$ cat src/rtl/seq_mul_pkg.sv
// rtl/seq_mul_pkg.sv - shared FSM encoding and sizing helpers for seq_mul
package seq_mul_pkg;

    localparam int STATE_W = 2;

    typedef enum logic [STATE_W-1:0] {
        ST_IDLE = 2'd0,
        ST_CALC = 2'd1,
        ST_FIX  = 2'd2,
        ST_DONE = 2'd3
    } state_e;

    // Counter must hold WIDTH itself (the early-exit shift amount reaches it).
    function automatic int cnt_width(input int width);
        return $clog2(width + 1);
    endfunction

endpackage

$ cat src/rtl/seq_mul_if.sv
// rtl/seq_mul_if.sv - request/result bundle between a requester and seq_mul
interface seq_mul_if #(
    parameter int WIDTH = 32
);
    logic                 start;
    logic                 is_signed;
    logic [WIDTH-1:0]     multiplicand;
    logic [WIDTH-1:0]     multiplier;
    logic                 busy;
    logic                 ready;
    logic [2*WIDTH-1:0]   product;

    modport master (
        output start, is_signed, multiplicand, multiplier,
        input  busy, ready, product
    );

    modport slave (
        input  start, is_signed, multiplicand, multiplier,
        output busy, ready, product
    );
endinterface

$ cat src/rtl/seq_mul_datapath.sv
// rtl/seq_mul_datapath.sv - magnitude capture, shift-add accumulator, sign fix
// Early completion of the trailing shifts is built only with SEQ_MUL_EARLY_EXIT_EN.
module seq_mul_datapath
    import seq_mul_pkg::*;
#(
    parameter int WIDTH = 32
) (
    input  logic                 clk,
    input  logic                 rst,
    input  logic                 i_load,
    input  logic                 i_is_signed,
    input  logic [WIDTH-1:0]     i_multiplicand,
    input  logic [WIDTH-1:0]     i_multiplier,
    input  logic                 i_step,
    input  logic                 i_negate,
`ifdef SEQ_MUL_EARLY_EXIT_EN
    input  logic                 i_shift_all,
    input  logic [cnt_width(WIDTH)-1:0] i_count,
    output logic                 o_rest_zero,
`endif
    output logic [2*WIDTH-1:0]   o_acc
);

    localparam int W2 = 2 * WIDTH;

    logic [WIDTH-1:0] r_mcand;
    logic [WIDTH-1:0] r_mplier;
    logic [W2-1:0]    r_acc;
    logic             r_neg;

    logic [WIDTH-1:0] w_a_mag;
    logic [WIDTH-1:0] w_b_mag;
    logic [WIDTH:0]   w_sum;
    logic [W2:0]      w_ext;
    logic [W2-1:0]    w_next_acc;
    logic [W2-1:0]    w_neg_acc;

    // -2^(WIDTH-1) negates to itself, which read unsigned is exactly its magnitude.
    assign w_a_mag = (i_is_signed && i_multiplicand[WIDTH-1]) ? (~i_multiplicand + 1'b1) : i_multiplicand;
    assign w_b_mag = (i_is_signed && i_multiplier[WIDTH-1])   ? (~i_multiplier + 1'b1)   : i_multiplier;

    assign w_sum     = {1'b0, r_acc[W2-1:WIDTH]} + (r_mplier[0] ? {1'b0, r_mcand} : {(WIDTH+1){1'b0}});
    assign w_ext     = {w_sum, r_acc[WIDTH-1:0]};
    assign w_neg_acc = ~r_acc + 1'b1;

`ifdef SEQ_MUL_EARLY_EXIT_EN
    localparam int CW = cnt_width(WIDTH);
    localparam logic [CW-1:0] W_C = CW'(WIDTH);

    assign o_rest_zero = (r_mplier[WIDTH-1:1] == '0);
    // Remaining iterations would only shift, so do all WIDTH-count shifts now.
    assign w_next_acc  = i_shift_all ? W2'(w_ext >> (W_C - i_count)) : w_ext[W2:1];
`else
    assign w_next_acc  = w_ext[W2:1];
`endif

    always_ff @(posedge clk or negedge rst) begin
        if (!rst) begin
            r_mcand  <= '0;
            r_mplier <= '0;
            r_acc    <= '0;
            r_neg    <= 1'b0;
        end else if (i_load) begin
            r_mcand  <= w_a_mag;
            r_mplier <= w_b_mag;
            r_acc    <= '0;
            r_neg    <= i_is_signed & (i_multiplicand[WIDTH-1] ^ i_multiplier[WIDTH-1]);
        end else if (i_step) begin
            r_acc    <= w_next_acc;
            r_mplier <= r_mplier >> 1;
        end else if (i_negate && r_neg) begin
            r_acc    <= w_neg_acc;
        end
    end

    assign o_acc = r_acc;

endmodule

$ cat src/rtl/seq_mul.sv
// rtl/seq_mul.sv - sequential shift-add multiplier, signed/unsigned, FSM and counter
// Optional early exit on exhausted multiplier bits: SEQ_MUL_EARLY_EXIT_EN.
module seq_mul
    import seq_mul_pkg::*;
#(
    parameter int WIDTH = 32
) (
    input  logic      clk,
    input  logic      rst,
    seq_mul_if.slave  bus
);

    localparam int CW = cnt_width(WIDTH);
    localparam logic [STATE_W-1:0] IDLE = ST_IDLE;
    localparam logic [STATE_W-1:0] CALC = ST_CALC;
    localparam logic [STATE_W-1:0] FIX  = ST_FIX;
    localparam logic [STATE_W-1:0] DONE = ST_DONE;
    localparam logic [CW-1:0] LAST_ITER = CW'(WIDTH - 1);

    logic [STATE_W-1:0] r_state;
    logic [CW-1:0]      r_count;
    logic [2*WIDTH-1:0] r_product;

    logic               w_accept;
    logic               w_step;
    logic               w_negate;
    logic               w_early;
    logic               w_calc_done;
    logic [2*WIDTH-1:0] w_acc;

    assign w_accept = ((r_state == IDLE) || (r_state == DONE)) && bus.start;
    assign w_step   = (r_state == CALC);
    // FIX spends its first cycle on the sign fix and its second on the product write.
    assign w_negate = (r_state == FIX) && (r_count == '0);

`ifdef SEQ_MUL_EARLY_EXIT_EN
    logic w_rest_zero;
    assign w_early = w_rest_zero;
`else
    assign w_early = 1'b0;
`endif

    assign w_calc_done = w_early || (r_count == LAST_ITER);

    seq_mul_datapath #(
        .WIDTH (WIDTH)
    ) u_datapath (
        .clk            (clk),
        .rst            (rst),
        .i_load         (w_accept),
        .i_is_signed    (bus.is_signed),
        .i_multiplicand (bus.multiplicand),
        .i_multiplier   (bus.multiplier),
        .i_step         (w_step),
        .i_negate       (w_negate),
`ifdef SEQ_MUL_EARLY_EXIT_EN
        .i_shift_all    (w_early),
        .i_count        (r_count),
        .o_rest_zero    (w_rest_zero),
`endif
        .o_acc          (w_acc)
    );

    always_ff @(posedge clk or negedge rst) begin
        if (!rst) begin
            r_state   <= IDLE;
            r_count   <= '0;
            r_product <= '0;
        end else begin
            case (r_state)
                IDLE, DONE: begin
                    if (bus.start) begin
                        r_state <= CALC;
                        r_count <= '0;
                    end
                end
                CALC: begin
                    if (w_calc_done) begin
                        r_state <= FIX;
                        r_count <= '0;
                    end else begin
                        r_count <= r_count + 1'b1;
                    end
                end
                FIX: begin
                    if (r_count == '0) begin
                        r_count <= CW'(1);
                    end else begin
                        r_product <= w_acc;
                        r_state   <= DONE;
                        r_count   <= '0;
                    end
                end
                default: begin
                    r_state <= IDLE;
                    r_count <= '0;
                end
            endcase
        end
    end

    assign bus.busy    = (r_state == CALC) || (r_state == FIX);
    assign bus.ready   = (r_state == DONE);
    assign bus.product = r_product;

endmodule

$ cat src/flat_wrapper.sv
// flat-port wrapper written by rule: the top's interface ports become plain ports
module seq_mul_flat import seq_mul_pkg::*;
#(
    parameter int WIDTH = 32
)
  (clk, rst, bus_start, bus_is_signed, bus_multiplicand, bus_multiplier, bus_busy, bus_ready, bus_product);
  seq_mul_if #(.WIDTH(WIDTH)) bus_i ();
  input  logic clk;
  input  logic rst;
  input wire logic [$bits(bus_i.start)-1:0] bus_start;
  input wire logic [$bits(bus_i.is_signed)-1:0] bus_is_signed;
  input wire logic [$bits(bus_i.multiplicand)-1:0] bus_multiplicand;
  input wire logic [$bits(bus_i.multiplier)-1:0] bus_multiplier;
  output wire logic [$bits(bus_i.busy)-1:0] bus_busy;
  output wire logic [$bits(bus_i.ready)-1:0] bus_ready;
  output wire logic [$bits(bus_i.product)-1:0] bus_product;
  assign bus_i.start = bus_start;
  assign bus_i.is_signed = bus_is_signed;
  assign bus_i.multiplicand = bus_multiplicand;
  assign bus_i.multiplier = bus_multiplier;
  assign bus_busy = bus_i.busy;
  assign bus_ready = bus_i.ready;
  assign bus_product = bus_i.product;
  seq_mul #(.WIDTH(WIDTH)) u_core (.clk(clk), .rst(rst), .bus(bus_i));
endmodule
$ cat config.mk
export PLATFORM = sky130hd
export DESIGN_NAME = seq_mul_flat
export DESIGN_NICKNAME = d
export VERILOG_FILES = /design/src/rtl/seq_mul_pkg.sv /design/src/rtl/seq_mul_if.sv /design/src/rtl/seq_mul_datapath.sv /design/src/rtl/seq_mul.sv /design/src/flat_wrapper.sv
export SDC_FILE = /design/constraint.sdc
export NUM_CORES = 1
export LEC_CHECK = 0
export BUFFER_PORTS_ARGS = -buffer_cell sky130_fd_sc_hd__buf_2
export CORE_AREA = 2 2 132 166
export CTS_CLUSTER_DIAMETER = 150
export CTS_CLUSTER_SIZE = 30
export DETAILED_ROUTE_END_ITERATION = 10
export DIE_AREA = 0 0 134 168
export GPL_TIMING_DRIVEN = 0
export PLACE_DENSITY = 0.91
export SYNTH_ARGS = -nofsm -noshare
export SYNTH_HDL_FRONTEND = slang
export SYNTH_SLANG_ARGS = --single-unit
$ cat constraint.sdc
create_clock -name clk -period 6.95 [get_ports clk]
set_input_delay 0.3475 -clock clk [delete_from_list [all_inputs] [get_ports clk]]
set_output_delay 0.3475 -clock clk [all_outputs]
set_load 0.02 [all_outputs]
==> impl_metrics.ini, run 1 <==
[outcome]
outcome = complete, no violations

[place]
hpwlAfterDp_microns = 24900
pre_cts_slack_ps = 3176
post-place-cells = 1786
portBuffers = 133
gp_congestion = 0.9156

[setup_path]
slowest_stage = nor4_1
path_cells = or4_1 > nor4_1 > nand3_1 > or3b_4 > o31a_1 > xnor2_1 > nor2_1 > or4_1
cpMostUsedCell = or4_1
slowest_delay_ps = 630
worstPathArrival_ps = 4230
crit_family = simple AND/OR/NAND/NOR gates
cp-start-kind = register
regToRegSetupSlack_ps = 3070
end_kind = register
critPathMaxFanout = 10
r2r-end = u_core.u_datapath.o_acc[61]
path_class = reg2reg
r2r-start = u_core.u_datapath.o_acc[22]
path_buf_inv = 0
required_ps = 7310
reg2regPathDepth = 8

[worst_hold_path]
min_from = bus_start
hold_depth = 2
worstHoldEndpoint = u_core.r_count[1]
hold_class = in2reg

[global_route]
antenna_found_initial = 0
grt_pass1_vias = 10932
grt_use_total_pct = 28.98
grt_max_degree = 130
grt_pass1_wl_microns = 53210
grt-ovfl-total = 0

[timing]
rsz0062_at_grt = no
hold_viol = 0
min_period_ps = 3878
fin_ws_ps = 3072
post-route-period-util_pct = 55.80
final-max-slew-violation-count = 0
tns_ps = 0
finalSetupViolations = 0
relSlewSlack_pct = 42.11
fmax_ghz = 0.2579
worst_pin_slew_ps = 868.4
fin_skew_ps = 20.15

[layout]
final_core_util_pct = 65.26
area_delta_synth_final_pct = 10.86
fin_cells = 1799
n_antenna_cell = 0
nets = 1630
fill_cells = 1661
drive_gt1_share_pct = 14.28

[clocking]
clockBufferDepth = 3
h-tree-depth = 1
clk_latency_ps = 470
path_clk_slew_ps = 110
cts-root-buf = clkbuf_16
cts_tree = built
cts_resized = 0
cts.sinks = 201
cts_made_buffers = 10

[route]
detail-route-antenna-nets = 0
wire_per_inst_microns = 18.18
drc_errors = 0
wl_microns = 32710
routed_via_density = 6.155
dr.pass1.iters = 7
first_iter_violations = 701
vias = 11072

[logic_synthesis]
syn-num-nets = 1483
async_reset_ff_share_pct = 100.0
syn_inst = 1373
synth.yosys.warnings = 0
synth_seq_cells = 201
ys_types = 62
synth_enable_flop_cells = 0
ys_seq_area_share_pct = 40.51
synth_flop_cell = dfrtp_1
syn-mean-instance-area_sq_um = 9.044
synth_area_sq_um = 12420

[power_and_ir_drop]
ir_worst_vdd_mv = 0.1930
power.total_w = 0.005828
p_leak_nw = 6.470
powerDensity_nw_per_um2 = 423.4

[die]
core_sq_um = 21100
std_cell_rows = 60
die_area_sq_um = 22510
start_util_pct = 58.86
die_w_microns = 134
die_h_microns = 168
num_io_pins = 134

[job]
max_cap_viol_count = 0
-- metrics by stage --
step / hold slack, ps / cell area [sq um]
floorplan: 51.91 / 12420
global placement: 455.6 / 13430
detailed placement: 337.3 / 13470
CTS: 126.7 / 13770
global route: 119.6 / 13770
finish: 127.1 / 13770
-- cell usage after synthesis, types with 31 or more instances --
cell	instances	area (sq um)
nor2_1	125	469.2
mux2_2	59	664.4
ha_1	41	513.0
dfrtp_1	201	5030
a21oi_1	117	585.6
o21ai_0	113	565.5
clkbuf_1	53	198.9
and2_1	38	237.7
nand2_1	133	499.2
xor2_1	61	534.3
nor3_1	31	155.2
xnor2_1	78	683.2
-- power breakdown --
group	internal, W	switching, W	total [W]
Sequential	0.00162	0.000380	0.00200
Combinational	0.00116	0.00202	0.00317
Clock	0.000289	0.000361	0.000650
Total	0.00307	0.00276	0.00583
-- metal layers --
metal / GRT usage [%] / routed length [microns]
met1: 36.09 / 12890
met3: 3.824 / 2369
met2: 50.48 / 16010
met5: 0 / 0
met4: 12.44 / 1448
-- state kept, by name, indices dropped and copies added (netlist names) --
name,flops
u_core.r_count,6
u_core.r_state,2
u_core.u_datapath.r_mcand,32
u_core.bus.product,64
u_core.u_datapath.r_mplier,32
u_core.u_datapath.r_neg,1
u_core.u_datapath.o_acc,64
-- kinds of logic after synthesis --
logic type | Yosys count | synth area share, %
compound gates | 365 | 17.54
fa+ha+maj | 42 | 4.293
flops | 201 | 40.51
mux | 87 | 7.608
buf+inv | 91 | 2.761
simple gates | 448 | 17.48
xor+xnor | 139 | 9.805
-- repair_timing --
| item | 4_1_cts | 5_1_grt |
|---|---|---|
| buffers inserted | 0 | 0 |
| hold buffers | 1 | 0 |
| endpoints found under the setup margin | 0 | 0 |
| endpoints found under the hold margin | 72 | 0 |
-- layout by cell type (no fill, tap or decap), drive strengths merged, types with 17 or more instances in the layout --
cell / n
dfrtp: 201
buf: 147
nand2: 133
nor2: 125
a21oi: 117
o21ai: 113
xnor2: 78
clkbuf: 65
xor2: 61
mux2: 59
ha: 41
and2: 39
nor3: 31
mux2i: 28
a21o: 26
inv: 24
a211oi: 20
nor4: 19
o31ai: 18
nand2b: 17
-- worst max path at each step --
stage	endpoint	startpoint	cells after the start	slack (ps)
4_1_cts	u_core.u_datapath.o_acc[61]	u_core.u_datapath.o_acc[1]	8	3150
3_5_place_dp	u_core.u_datapath.o_acc[61]	u_core.u_datapath.o_acc[1]	8	3180
2_1_floorplan	u_core.u_datapath.o_acc[61]	u_core.u_datapath.o_acc[33]	9	3540
3_3_place_gp	u_core.bus.product[6]	rst	1	2370
5_1_grt	u_core.u_datapath.o_acc[61]	u_core.u_datapath.o_acc[10]	8	2880
6_report	u_core.u_datapath.o_acc[61]	u_core.u_datapath.o_acc[22]	8	3070
-- layout make-up --
type	instances	area [sq um]	share of cell area (%)
Buffer	67	252.7	1.836
Clock buffer	11	275.3	2.000
Clock inverter	1	11.26	0.08180
Inverter	24	90.09	0.6544
Multi-Input combinational cell	1081	7044	51.17
Sequential cell	201	5030	36.54
Tap cell	279	349.1	2.536
Timing Repair Buffer	135	713.2	5.181
No activity file was read; power rests on OpenSTA's default activity.
==> run 2, diff against run 1 <==
Settings changed: CORE_AREA 2 2 132 166 to 2 2 139 175, DIE_AREA 0 0 134 168 to 0 0 141 177, PLACE_DENSITY 0.91 to 0.87.
Clock period 6.95 ns to 3.46 ns, I/O delays scaled along.
==> run 2 against run 1 <==
Net effect:
- clock skew decreased by 1.1 ps
- wire length decreased by 2.0%
- sequential share of layout area decreased by 0.57 points
- first-iteration DRC count increased by 7.0%
- critical endpoint unchanged
- largest cell class unchanged
==> impl_metrics.ini, run 2 (synthesized netlist as in run 1, its figures left out) <==
[layout]
area_delta_synth_final_pct = 12.72
layout_common_cells = dfrtp_1 (197), nand2_1 (133), buf_2 (132), nor2_1 (123), a21oi_1 (114)
fill_cells = 1985
n_antenna_cell = 0
drive_gt1_share_pct = 16.06
nets = 1642
mostFrequentLayoutCell = dfrtp_1
fin_cells = 1824

[setup_path]
worstPathArrival_ps = 3720
path_class = reg2reg
slowest_stage = or4_1
end_kind = register
required_ps = 3820
cp-startpoint = u_core.u_datapath.r_mplier[0]
path_cells = clkbuf_2 > and2_1 > ha_1 > inv_1 > fa_1 > nand2b_1 > a21oi_2 > o21a_2 > o211ai_1 > nand2_1 > a21oi_1 > nor4b_1 > or4_1
slowest_delay_ps = 500
r2r-start = u_core.u_datapath.r_mplier[0]
critPathMaxFanout = 10
cp-start-kind = register

[power_and_ir_drop]
ir_worst_vdd_mv = 0.4724
powerDensity_nw_per_um2 = 845.3
p_leak_nw = 6.553

[global_route]
grt_pass1_vias = 10495
grt_pass1_wl_microns = 51810
grt-ovfl-total = 0
antenna_found_initial = 0
grt_use_total_pct = 25.48
grt_max_degree = 131

[die]
die_area_sq_um = 24960
die_w_microns = 141
std_cell_rows = 63
num_io_pins = 134
start_util_pct = 53.04
die_h_microns = 177
core_sq_um = 23410

[clocking]
cts.sinks = 201
clk_latency_ps = 480
h-tree-depth = 1
cts_made_buffers = 10
cts_tree = built
cts-root-buf = clkbuf_16
path_clk_slew_ps = 110
clockBufferDepth = 3

[timing]
relSlewSlack_pct = 42.56
worst_pin_slew_ps = 861.6
tns_ps = 0
finalSetupViolations = 0
fmax_ghz = 0.2973
fin_ws_ps = 96.63
final-max-slew-violation-count = 0
min_period_ps = 3363
post-route-period-util_pct = 97.21
hold_viol = 0
fin_skew_ps = 19.08

[route]
wl_met1_microns = 13170
dr.pass1.iters = 5
first_iter_violations = 750
routed_via_density = 5.955
wire_per_inst_microns = 17.58
detail-route-antenna-nets = 0
top_layer = met4
wl_met3_microns = 2157
wl_met2_microns = 15830
vias = 10862
wl_microns = 32070
drc_errors = 0

[worst_hold_path]
min_from = bus_multiplier[23]
hold_class = in2reg

[place]
post-place-cells = 1799
gp_congestion = 0.8937
pre_cts_slack_ps = -253.2
portBuffers = 133
hpwlAfterDp_microns = 24140

[outcome]
outcome = complete, no violations

[job]
max_cap_viol_count = 0
==> run 2: cell types whose count changed in the layout (fill, tap and decap cells not counted), moves of 3 or more <==
| cell | before | now |
|---|---|---|
| a21oi_1 | 117 | 114 |
| buf_4 | 0 | 7 |
| clkbuf_1 | 53 | 49 |
| dfrtp_1 | 201 | 197 |
| dfrtp_2 | 0 | 4 |
| dlygate4sd3_1 | 1 | 7 |
==> run 2: repair_timing <==
item                                   4_1_cts  5_1_grt
pin swaps                                    3        1
hold buffers                                 7        0
resized for setup                           16       17
setup endpoints to repair                    4       16
buffers inserted                             6        1
endpoints found under the hold margin       77        0
==> run 2: final timing paths <==
path | slack [ps] | depth (start not counted) | endpoint
max | 100 | 13 | u_core.u_datapath.o_acc[61]
min | 6 | 4 | u_core.u_datapath.r_mplier[23]
max reg2reg | 100 | 13 | u_core.u_datapath.o_acc[61]
min reg2reg | 480 | 2 | u_core.u_datapath.r_mcand[25]
max in group asynchronous | 2210 | 3 | u_core.bus.product[30]
min in group asynchronous | 220 | 2 | u_core.u_datapath.r_mcand[8]
==> run 2: power by group <==
| group | internal, W | switching, W |
|---|---|---|
| sequential | 0.00327 | 0.000752 |
| clock | 0.000582 | 0.000739 |
| combinational | 0.00244 | 0.00406 |
==> run 2: metal layers <==
metal  up-vias  track usage [%]
met5         -                0
met4         0            9.208
met3        72            3.382
met2       421            44.63
met1      5169            32.38
li1       5200                -
==> run 2: layout make-up <==
cell class / count / area [sq um] / area share, %
Sequential cell: 201 / 5035 / 35.97
Buffer: 66 / 261.5 / 1.868
Inverter: 24 / 90.09 / 0.6437
Multi-Input combinational cell: 1081 / 7132 / 50.96
Tap cell: 292 / 365.4 / 2.610
Clock buffer: 11 / 275.3 / 1.967
Clock inverter: 1 / 11.26 / 0.08046
Timing Repair Buffer: 148 / 825.8 / 5.900
==> run 2: through the flow <==
step / hold WS [ps] / utilization, % / area [sq um] / total power (W)
after floorplan: -122.6 / - / 12420 / 0.008325
after global placement: 436.0 / 57.44 / 13450 / 0.009915
after detailed placement: 162.9 / 57.60 / 13490 / 0.01011
after CTS: 0.2418 / 59.59 / 13950 / 0.01164
after global routing: 19.79 / 59.78 / 14000 / 0.01266
final: 6.180 / 59.78 / 14000 / 0.01183
==> run 2: critical path: cells and delay by family, from the launching register on <==
kind,cells,cell delay [ps]
DFF,1,440
and+or+nand+nor,5,1180
buffers and inverters,2,270
adders and majority gates,2,620
AOI/OAI and AO/OA,4,750
